`config.mk`:
```
export PLATFORM = sky130hd
export DESIGN_NAME = cpu_memory_unit
export DESIGN_NICKNAME = d
export VERILOG_FILES = /design/src/rtl/cpu_memory_unit.sv
export SDC_FILE = /design/constraint.sdc
export NUM_CORES = 2
export LEC_CHECK = 0
export CORE_UTILIZATION = 31
export CTS_CLUSTER_SIZE = 40
export DETAILED_ROUTE_END_ITERATION = 16
export SYNTH_ARGS = -nofsm -noshare
export SYNTH_HDL_FRONTEND = slang
export SYNTH_SLANG_ARGS = --single-unit
```
`constraint.sdc`:
```
create_clock -name i_clk -period 4.1 [get_ports i_clk]
set_input_delay 0.82 -clock i_clk [delete_from_list [all_inputs] [get_ports i_clk]]
set_output_delay 0.82 -clock i_clk [all_outputs]
set_load 0.03 [all_outputs]
```
`src/rtl/cpu_memory_unit.sv`:
```
// Unified instruction/data memory for the single-cycle RISC-V core: shared word array,
// sized loads/stores with handshake pulses, power-up clear and a registered LCD mirror window.
module cpu_memory_unit #(
  parameter int DEPTH_WORDS = 32,
  parameter int READ_LAT    = 1,
  parameter int LCD_BASE    = 16,
  parameter int LCD_WORDS   = 8
) (
  input  logic                      i_clk,
  input  logic                      i_rst,
  input  logic [31:0]               i_addr,
  input  logic                      i_inst_req,
  output logic [31:0]               o_mem_inst,
  output logic                      o_mem_inst_enb,
  input  logic                      i_mem_req,
  input  logic                      i_mem_write_enable,
  input  logic [1:0]                i_mem_size,
  input  logic                      i_mem_unsigned,
  input  logic [15:0]               i_mem_addr,
  input  logic [31:0]               i_mem_store,
  output logic [31:0]               o_mem_load,
  output logic                      o_read_enable,
  output logic                      o_mem_ack,
  output logic                      o_mem_fault,
  output logic                      o_busy,
  output logic [32*LCD_WORDS-1:0]   o_lcd_buffer
);

  // state     | meaning
  // INIT      | clearing one word per cycle after reset
  // IDLE      | arbitrating MEM_REQ over INST_REQ
  // WAIT      | read latency down-counter running
  // DONE      | load/fetch result valid, pulse issued
  // STORE_ACK | store committed, MEM_ACK pulse
  // FAULT     | access rejected, MEM_FAULT pulse
  typedef enum logic [2:0] {
    S_INIT, S_IDLE, S_WAIT, S_DONE, S_STORE_ACK, S_FAULT
  } state_t;

  localparam int AW = $clog2(DEPTH_WORDS);

  state_t r_state;
  state_t w_next;

  logic [31:0]            r_mem [DEPTH_WORDS];
  logic [AW-1:0]          r_clr;
  logic [AW-1:0]          r_idx;
  logic [1:0]             r_off;
  logic [1:0]             r_size;
  logic                   r_uns;
  logic                   r_fetch;
  logic [2:0]             r_cnt;
  logic [31:0]            r_mem_load;
  logic [31:0]            r_mem_inst;
  logic [32*LCD_WORDS-1:0] r_lcd;

  logic [2:0]    w_cnt_next;
  logic          w_accept;
  logic          w_wr_en;
  logic [AW-1:0] w_wr_idx;
  logic [31:0]   w_wr_data;
  logic [3:0]    w_be;
  logic [AW-1:0] w_cur_idx;
  logic [1:0]    w_cur_off;
  logic [1:0]    w_cur_size;
  logic          w_cur_uns;
  logic          w_cur_fetch;
  logic          w_d_fault;
  logic          w_i_fault;
  logic [31:0]   w_rd_word;
  logic [7:0]    w_byte;
  logic [15:0]   w_half;
  logic [31:0]   w_ext;
  logic          w_load_out;
  logic          w_inst_out;

  // Any address bit above the array range set means the access cannot be served.
  assign w_d_fault = (i_mem_size == 2'b11)
                   | ((i_mem_size == 2'b01) & i_mem_addr[0])
                   | ((i_mem_size == 2'b10) & (i_mem_addr[1:0] != 2'b00))
                   | ((i_mem_addr >> (AW + 2)) != 16'd0);
  assign w_i_fault = (i_addr[1:0] != 2'b00) | ((i_addr >> (AW + 2)) != 32'd0);

  always_comb begin
    w_next      = r_state;
    w_cnt_next  = r_cnt;
    w_accept    = 1'b0;
    w_wr_en     = 1'b0;
    w_wr_idx    = r_clr;
    w_wr_data   = 32'd0;
    w_be        = 4'h0;
    w_cur_idx   = r_idx;
    w_cur_off   = r_off;
    w_cur_size  = r_size;
    w_cur_uns   = r_uns;
    w_cur_fetch = r_fetch;
    case (r_state)
      S_INIT: begin
        w_wr_en = 1'b1;
        w_be    = 4'hF;
        if (r_clr == AW'(DEPTH_WORDS - 1)) w_next = S_IDLE;
      end
      S_IDLE: begin
        if (i_mem_req || i_inst_req) begin
          w_accept = 1'b1;
          if (i_mem_req) begin
            w_cur_idx   = i_mem_addr[AW+1:2];
            w_cur_off   = i_mem_addr[1:0];
            w_cur_size  = i_mem_size;
            w_cur_uns   = i_mem_unsigned;
            w_cur_fetch = 1'b0;
          end else begin
            w_cur_idx   = i_addr[AW+1:2];
            w_cur_off   = i_addr[1:0];
            w_cur_size  = 2'b10;
            w_cur_uns   = 1'b0;
            w_cur_fetch = 1'b1;
          end
          if (i_mem_req ? w_d_fault : w_i_fault) begin
            w_next = S_FAULT;
          end else if (i_mem_req && i_mem_write_enable) begin
            w_wr_en  = 1'b1;
            w_wr_idx = w_cur_idx;
            w_next   = S_STORE_ACK;
            case (i_mem_size)
              2'b00: begin
                w_wr_data = {4{i_mem_store[7:0]}};
                w_be      = 4'b0001 << i_mem_addr[1:0];
              end
              2'b01: begin
                w_wr_data = {2{i_mem_store[15:0]}};
                w_be      = i_mem_addr[1] ? 4'b1100 : 4'b0011;
              end
              default: begin
                w_wr_data = i_mem_store;
                w_be      = 4'hF;
              end
            endcase
          end else if (READ_LAT == 1) begin
            w_next = S_DONE;
          end else begin
            w_next     = S_WAIT;
            w_cnt_next = 3'(READ_LAT - 1);
          end
        end
      end
      S_WAIT: begin
        if (r_cnt == 3'd1) w_next = S_DONE;
        else               w_cnt_next = r_cnt - 3'd1;
      end
      S_DONE:      w_next = S_IDLE;
      S_STORE_ACK: w_next = S_IDLE;
      S_FAULT:     w_next = S_IDLE;
      default:     w_next = S_INIT;
    endcase
    if (i_rst) w_wr_en = 1'b0;
  end

  assign w_rd_word  = r_mem[w_cur_idx];
  assign w_byte     = w_rd_word[8*w_cur_off +: 8];
  assign w_half     = w_cur_off[1] ? w_rd_word[31:16] : w_rd_word[15:0];
  assign w_load_out = (w_next == S_DONE) && !w_cur_fetch;
  assign w_inst_out = (w_next == S_DONE) && w_cur_fetch;

  always_comb begin
    case (w_cur_size)
      2'b00:   w_ext = w_cur_uns ? {24'd0, w_byte} : {{24{w_byte[7]}}, w_byte};
      2'b01:   w_ext = w_cur_uns ? {16'd0, w_half} : {{16{w_half[15]}}, w_half};
      default: w_ext = w_rd_word;
    endcase
  end

  always_ff @(posedge i_clk) begin
    if (i_rst) begin
      r_state    <= S_INIT;
      r_clr      <= '0;
      r_idx      <= '0;
      r_off      <= 2'b00;
      r_size     <= 2'b00;
      r_uns      <= 1'b0;
      r_fetch    <= 1'b0;
      r_cnt      <= 3'd0;
      r_mem_load <= 32'd0;
      r_mem_inst <= 32'd0;
      r_lcd      <= '0;
    end else begin
      r_state <= w_next;
      r_cnt   <= w_cnt_next;
      if (r_state == S_INIT) r_clr <= r_clr + 1'b1;
      if (w_accept) begin
        r_idx   <= w_cur_idx;
        r_off   <= w_cur_off;
        r_size  <= w_cur_size;
        r_uns   <= w_cur_uns;
        r_fetch <= w_cur_fetch;
      end
      if (w_load_out) r_mem_load <= w_ext;
      if (w_inst_out) r_mem_inst <= w_rd_word;
      if (w_wr_en) begin
        for (int k = 0; k < LCD_WORDS; k++) begin
          if (32'(w_wr_idx) == 32'(LCD_BASE + k)) begin
            for (int b = 0; b < 4; b++) begin
              if (w_be[b]) r_lcd[32*(LCD_WORDS-1-k) + 8*b +: 8] <= w_wr_data[8*b +: 8];
            end
          end
        end
      end
    end
  end

  always_ff @(posedge i_clk) begin
    if (w_wr_en) begin
      for (int b = 0; b < 4; b++) begin
        if (w_be[b]) r_mem[w_wr_idx][8*b +: 8] <= w_wr_data[8*b +: 8];
      end
    end
  end

  assign o_busy         = !i_rst && (r_state != S_IDLE);
  assign o_read_enable  = !i_rst && (r_state == S_DONE) && !r_fetch;
  assign o_mem_inst_enb = !i_rst && (r_state == S_DONE) && r_fetch;
  assign o_mem_ack      = !i_rst && (r_state == S_STORE_ACK);
  assign o_mem_fault    = !i_rst && (r_state == S_FAULT);
  assign o_mem_load     = i_rst ? 32'd0 : r_mem_load;
  assign o_mem_inst     = i_rst ? 32'd0 : r_mem_inst;
  assign o_lcd_buffer   = i_rst ? '0 : r_lcd;

endmodule

```
Yosys cells after proc, flatten, opt, wreduce, memory -nomap -nowiden
Memory sizes are Yosys's and may differ from the RTL's.
Cells that the tools add are included.
{ "word_totals": {"register_bits": 342, "mem_bits_rw": 1024, "input_bits": 88, "out_inout_bits": 325, "word_cells": 192, "mem_count": 1} }
{ "memory_table": {"columns": ["name", "depth", "word_bits", "rd", "rd_ports_with_merged_regs", "write_ports", "line_no", "source"], "rows": [
  ["r_mem", 32, 32, 1, 0, 1, "45", "logic [31:0] r_mem [DEPTH_WORDS];"]
]} }
{ "op_classes": {"addsub": 2, "eq_ne": 21, "shifts": 2, "muxes": 63, "bitwise_logic": 7, "n_reduce_logical": 54} }
{ "op_table": {"columns": ["cell", "count"], "rows": [
  ["$mux 256", 1],
  ["$mux 32", 8],
  ["$pmux 32 s2", 2],
  ["$reduce_and 3->1", 32],
  ["$eq 5x5->1 const B", 9],
  ["$mux 5", 7],
  ["$reduce_bool 32->1", 1],
  ["$shiftx 32x6->8", 1],
  ["$mux 1", 25],
  ["$mux 16", 1],
  ["$mux 4", 4],
  ["$pmux 4 s2", 2],
  ["$reduce_bool 16->1", 1],
  ["$mux 3", 5],
  ["$mux 2", 6],
  ["$pmux 3 s4", 1],
  ["$eq 3x2->1 const B", 3],
  ["$logic_and 1x1->1", 9],
  ["$eq 3x1->1 const B", 2],
  ["$eq 3x3->1 const B", 2],
  ["$add 5x1->5 const B", 1],
  ["$eq 2x1->1 const B", 2],
  ["$eq 2x2->1 const B", 2],
  ["$logic_not 2->1", 2],
  ["13 further kinds", 20]
]} }

Depth between registers and ports, before layout
{ "depth": {"ltp_word": 12, "ltp_mapped": 18, "ltp_nobuf": 9} }

Worst setup path before layout
No wires, ideal clock.
{ "synth_timing": {"kind": "in2reg", "start": "input i_mem_req", "end": "register r_mem_load[24]", "arrival_time_ps": 3603, "path_slack_ps": 361, "path_stages": 14, "n_path_buf": 5, "path_cell_list": "buf_2 nor2_1 buf_2 nor3_2 nor2_2 buf_2 mux4_2 mux2i_1 o211ai_1 a21o_1 buf_2 buf_2 a32oi_1 a31oi_1"} }
{ "synth_via": {"elab_chain_cells": 7, "word_cells_on_any_way": 33, "cone_classes": "eq/ne: 2; shift: 1; mux: 24; reduce/logical: 5; memory: 1"} }
{ "synth_rtl": {"columns": ["item", "line_no", "source"], "rows": [
  ["start: declaration", "15", "input logic i_mem_req,"],
  ["$mux 5 (tied with other cells)", "106", "if (i_mem_req) begin"],
  ["$mux 5 or $mux 3 (tied branches)", "104, 121", null],
  ["$mux 5 or $mux 3 (tied branches)", "97, 119", null],
  ["$mem_v2 32x32 or $mux 3 (tied branches)", null, null],
  ["$shiftx 32x6->8 (tied with other cells)", "160", "assign w_byte = w_rd_word[8*w_cur_off +: 8];"],
  ["$mux 32 (tied with other cells)", "167", "2'b00: w_ext = w_cur_uns ? {24'd0, w_byte} : {{24{w_byte[7]}}, w_byte};"],
  ["$pmux 32 s2 or $logic_and 1x1->1 (tied branches)", "166, 162", null],
  ["end signal: assignment", "197", "if (w_load_out) r_mem_load <= w_ext;"],
  ["end: declaration", "53", "logic [31:0] r_mem_load;"]
]} }
Several ways; a longest one is shown, not always the timed one.
A chain may end at the register's enable or synchronous reset.

Final worst setup path
{ "layout_timing": {"start": "input i_mem_req", "end": "register r_mem_load[2]"} }
Same word-level chain as after synthesis.

==> flow_summary.toml <==
[logic_synthesis]
synth-edff-count = 1024
synth_top_area_cell = "edfxtp_1"
synth_common_cells = "edfxtp_1 (1024), nor2_1 (524), nand3_1 (497)"
yosys_warnings = 0
ys_ff_latch = 1366
synthCells = 4768
synth.most_common_cell = "edfxtp_1"
synth_ff_type = "edfxtp_1"
synthTopCellsByArea = "edfxtp_1 (54%), dfxtp_1 (12%), mux2i_1 (6.6%)"
avgSynthCellArea_um2 = 11.9
syn-num-nets = 4860
yosysSeqAreaShare = 0.663
synth_top_area_frac = 0.542
ys_async_sr_fraction = 0
netlist_area_um2 = 56700
synth.distinct_cells = 72

[critical_path]
critical_path_class = "in2reg"
end_kind = "flip-flop"
cp_num_buf_inv = 3
slowest_delay_ns = 0.68
critPathSlowestCell = "clkdlybuf4s50_1"
critical_path.cell_chain = "clkdlybuf4s50_1 -> mux2_2 -> nor3_4 -> buf_4 -> buf_12 -> o21ai_0 -> a31oi_1 -> nand4_1 -> nand4_1 -> nor2_1 -> or3_1 -> a31oi_1"
reg2reg_slack_ns = 0.21
cp_top_family = "buffers and inverters"
worstPathMaxFanout = 138
cp.required_ns = 4.81
start_kind = "input port"
critPathArrivalTime_ns = 4.67

[status]
status = "complete, no violations"

[die]
die_w_um = 430
die-area_um2 = 185000
io_pins = 413
coreArea_um2 = 181000
die_h_um = 430
placementRows = 156
start_util = 0.313

[sta]
fin_crit_sh = 0.965
fin_skew_ns = 0.0317
setup_viol = 0
min_period_ns = 3.96
worstMarginPinSlew_ns = 1.16
final_max_slew_viol_count = 0
slew_headroom = 0.226
hold_viol = 0
max_freq_mhz = 253
rsz0062_at_grt = "false"

[placed_design]
place_inst = 7791
port_buffers = 412
place.gp.congestion = 0.968
dpl.hpwl_um = 134000

[power]
max-vdd-ir-drop_mv = 0.329
power_uw = 28600
p_leak_uw = 0.0272
cellPowerDensity_nw_per_um2 = 388

[routing]
drt_iter0_drc = 4810
via_per_inst = 5.22
ant_nets = 0
vias = 42073
wl_per_cell_um = 24.3
drc = 0
routed_wirelength_um = 195000
first_pass_iters = 7

[clock_tree]
postCtsHoldBufs = 0
post_cts_buffers = 0
cts_htree_levels = 4
cts_root_buf = "clkbuf_16"
cts_buffers = 143
cts_buffer_depth = 3
cts.sinks = 1366
cts.clk_slew.worst_paths_ns = 0.06
cts_resized = 0
worstSkewPairLatency_ns = 0.79
cts_tree = "built"

[final_layout]
drive_gt1_frac = 0.163
areaGrowthSynthToFinish_pct = 30.0
fillCellCount = 16841
finalNetCount = 5658
seqCellArea_um2 = 37600
multi_input_area_um2 = 17900
final_cells = 8055

[min_path]
hold_class = "reg2reg"

[global_route]
grt_overflow_total = 0
grtUsageTotal = 0.206
grt_max_degree = 139
grt_pass1_vias = 40519
antenna_found_initial = 8
grt_pass1_wl_um = 281000

[run]
cap_violations = 0
==> cell usage in the layout (no fill, tap or decap), types with 144 or more instances in the layout <==
cell,count
edfxtp_1,1024
nand2_1,390
dfxtp_1,342
clkdlybuf4s50_1,408
nor2b_1,323
clkbuf_16,149
buf_4,471
nand3_1,496
a31oi_1,144
o21ai_0,245
mux2i_1,372
nor2_1,507
==> through the flow <==
stage | cell area [um2] | hold slack, ns | TNS (ns) | setup slack [ns] | util
3_5_place_dp | 69000 | 0.465 | -106.25 | -0.587 | 0.381
5_1_grt | 73700 | 0.488 | 0 | 0.0547 | 0.407
6_report | 73700 | 0.475 | 0 | 0.143 | 0.407
4_1_cts | 73700 | 0.474 | 0 | 0.230 | 0.407
2_1_floorplan | 56700 | 0.432 | 0 | 0.361 | -
3_3_place_gp | 69000 | 0.453 | -100.27 | -0.542 | 0.381
==> worst paths after layout <==
path,cells after the start,startpoint,to
worst max-delay path,12,i_mem_req,r_mem_load[2]$_SDFFE_PP0P_
worst min-delay path,2,r_cnt[2]$_SDFFE_PP0P_,r_cnt[2]$_SDFFE_PP0P_
worst max register to register,14,r_state[0]$_SDFF_PP0_,r_mem_load[18]$_SDFFE_PP0P_
worst min register to register,2,r_cnt[2]$_SDFFE_PP0P_,r_cnt[2]$_SDFFE_PP0P_
==> per-layer routing <==
layer | wire [um] | global-route usage | vias up
met5 | 76 | 0 | -
li1 | - | - | 19029
met3 | 16700 | 0.0460 | 357
met4 | 10300 | 0.106 | 12
met1 | 79400 | 0.268 | 20690
met2 | 89000 | 0.321 | 1985
==> state kept, by name, summed over array words and instances (netlist names) <==
signal      count
r_size          2
r_cnt           3
r_lcd         256
r_clr           5
r_mem        1024
r_state         3
r_uns           1
r_fetch         1
r_off           2
r_mem_inst     32
r_idx           5
r_mem_load     32
==> power breakdown <==
group	internal [uW]	switching, uW	leakage, uW
Sequential	14700	18.3	0.0143
Combinational	294	486	0.0106
Clock	7530	5540	0.00230
==> cell families (layout without fill, tap and decap cells) <==
family                     count (synthesis)  after routing  synth area share
adders and majority gates                  4              4          0.000883
other                                      0              6                 0
xor gates and xnor gates                   4              4          0.000618
buffers and inverters                    394           1305            0.0273
DFF                                     1366           1366             0.663
muxes                                    394            394            0.0715
AOI/OAI and AO/OA                        579            579            0.0633
and+or+nand+nor                         2027           2027             0.173
==> worst reg2reg max path, cell delays in order, from the launching register on <==
cell	delay (ns)
dfxtp_1	0.51
nor3b_4	0.36
a21oi_4	0.11
nor2_4	0.52
buf_4	0.26
buf_12	0.20
buf_12	0.31
mux2i_1	0.14
a222oi_1	0.40
nand2_1	0.22
nand4_1	0.30
buf_4	0.18
buf_4	0.10
a32oi_1	0.05
a31oi_1	0.16
==> layout make-up <==
type,instances,share of cell area
Inverter,28,0.00143
Timing Repair Buffer,1019,0.141
Sequential cell,1366,0.510
Clock buffer,186,0.0536
Multi-Input combinational cell,3008,0.243
Antenna cell,6,0.000204
Clock inverter,72,0.0101
Tap cell,2370,0.0402
Note: power is estimated with default switching activity, not from simulation.
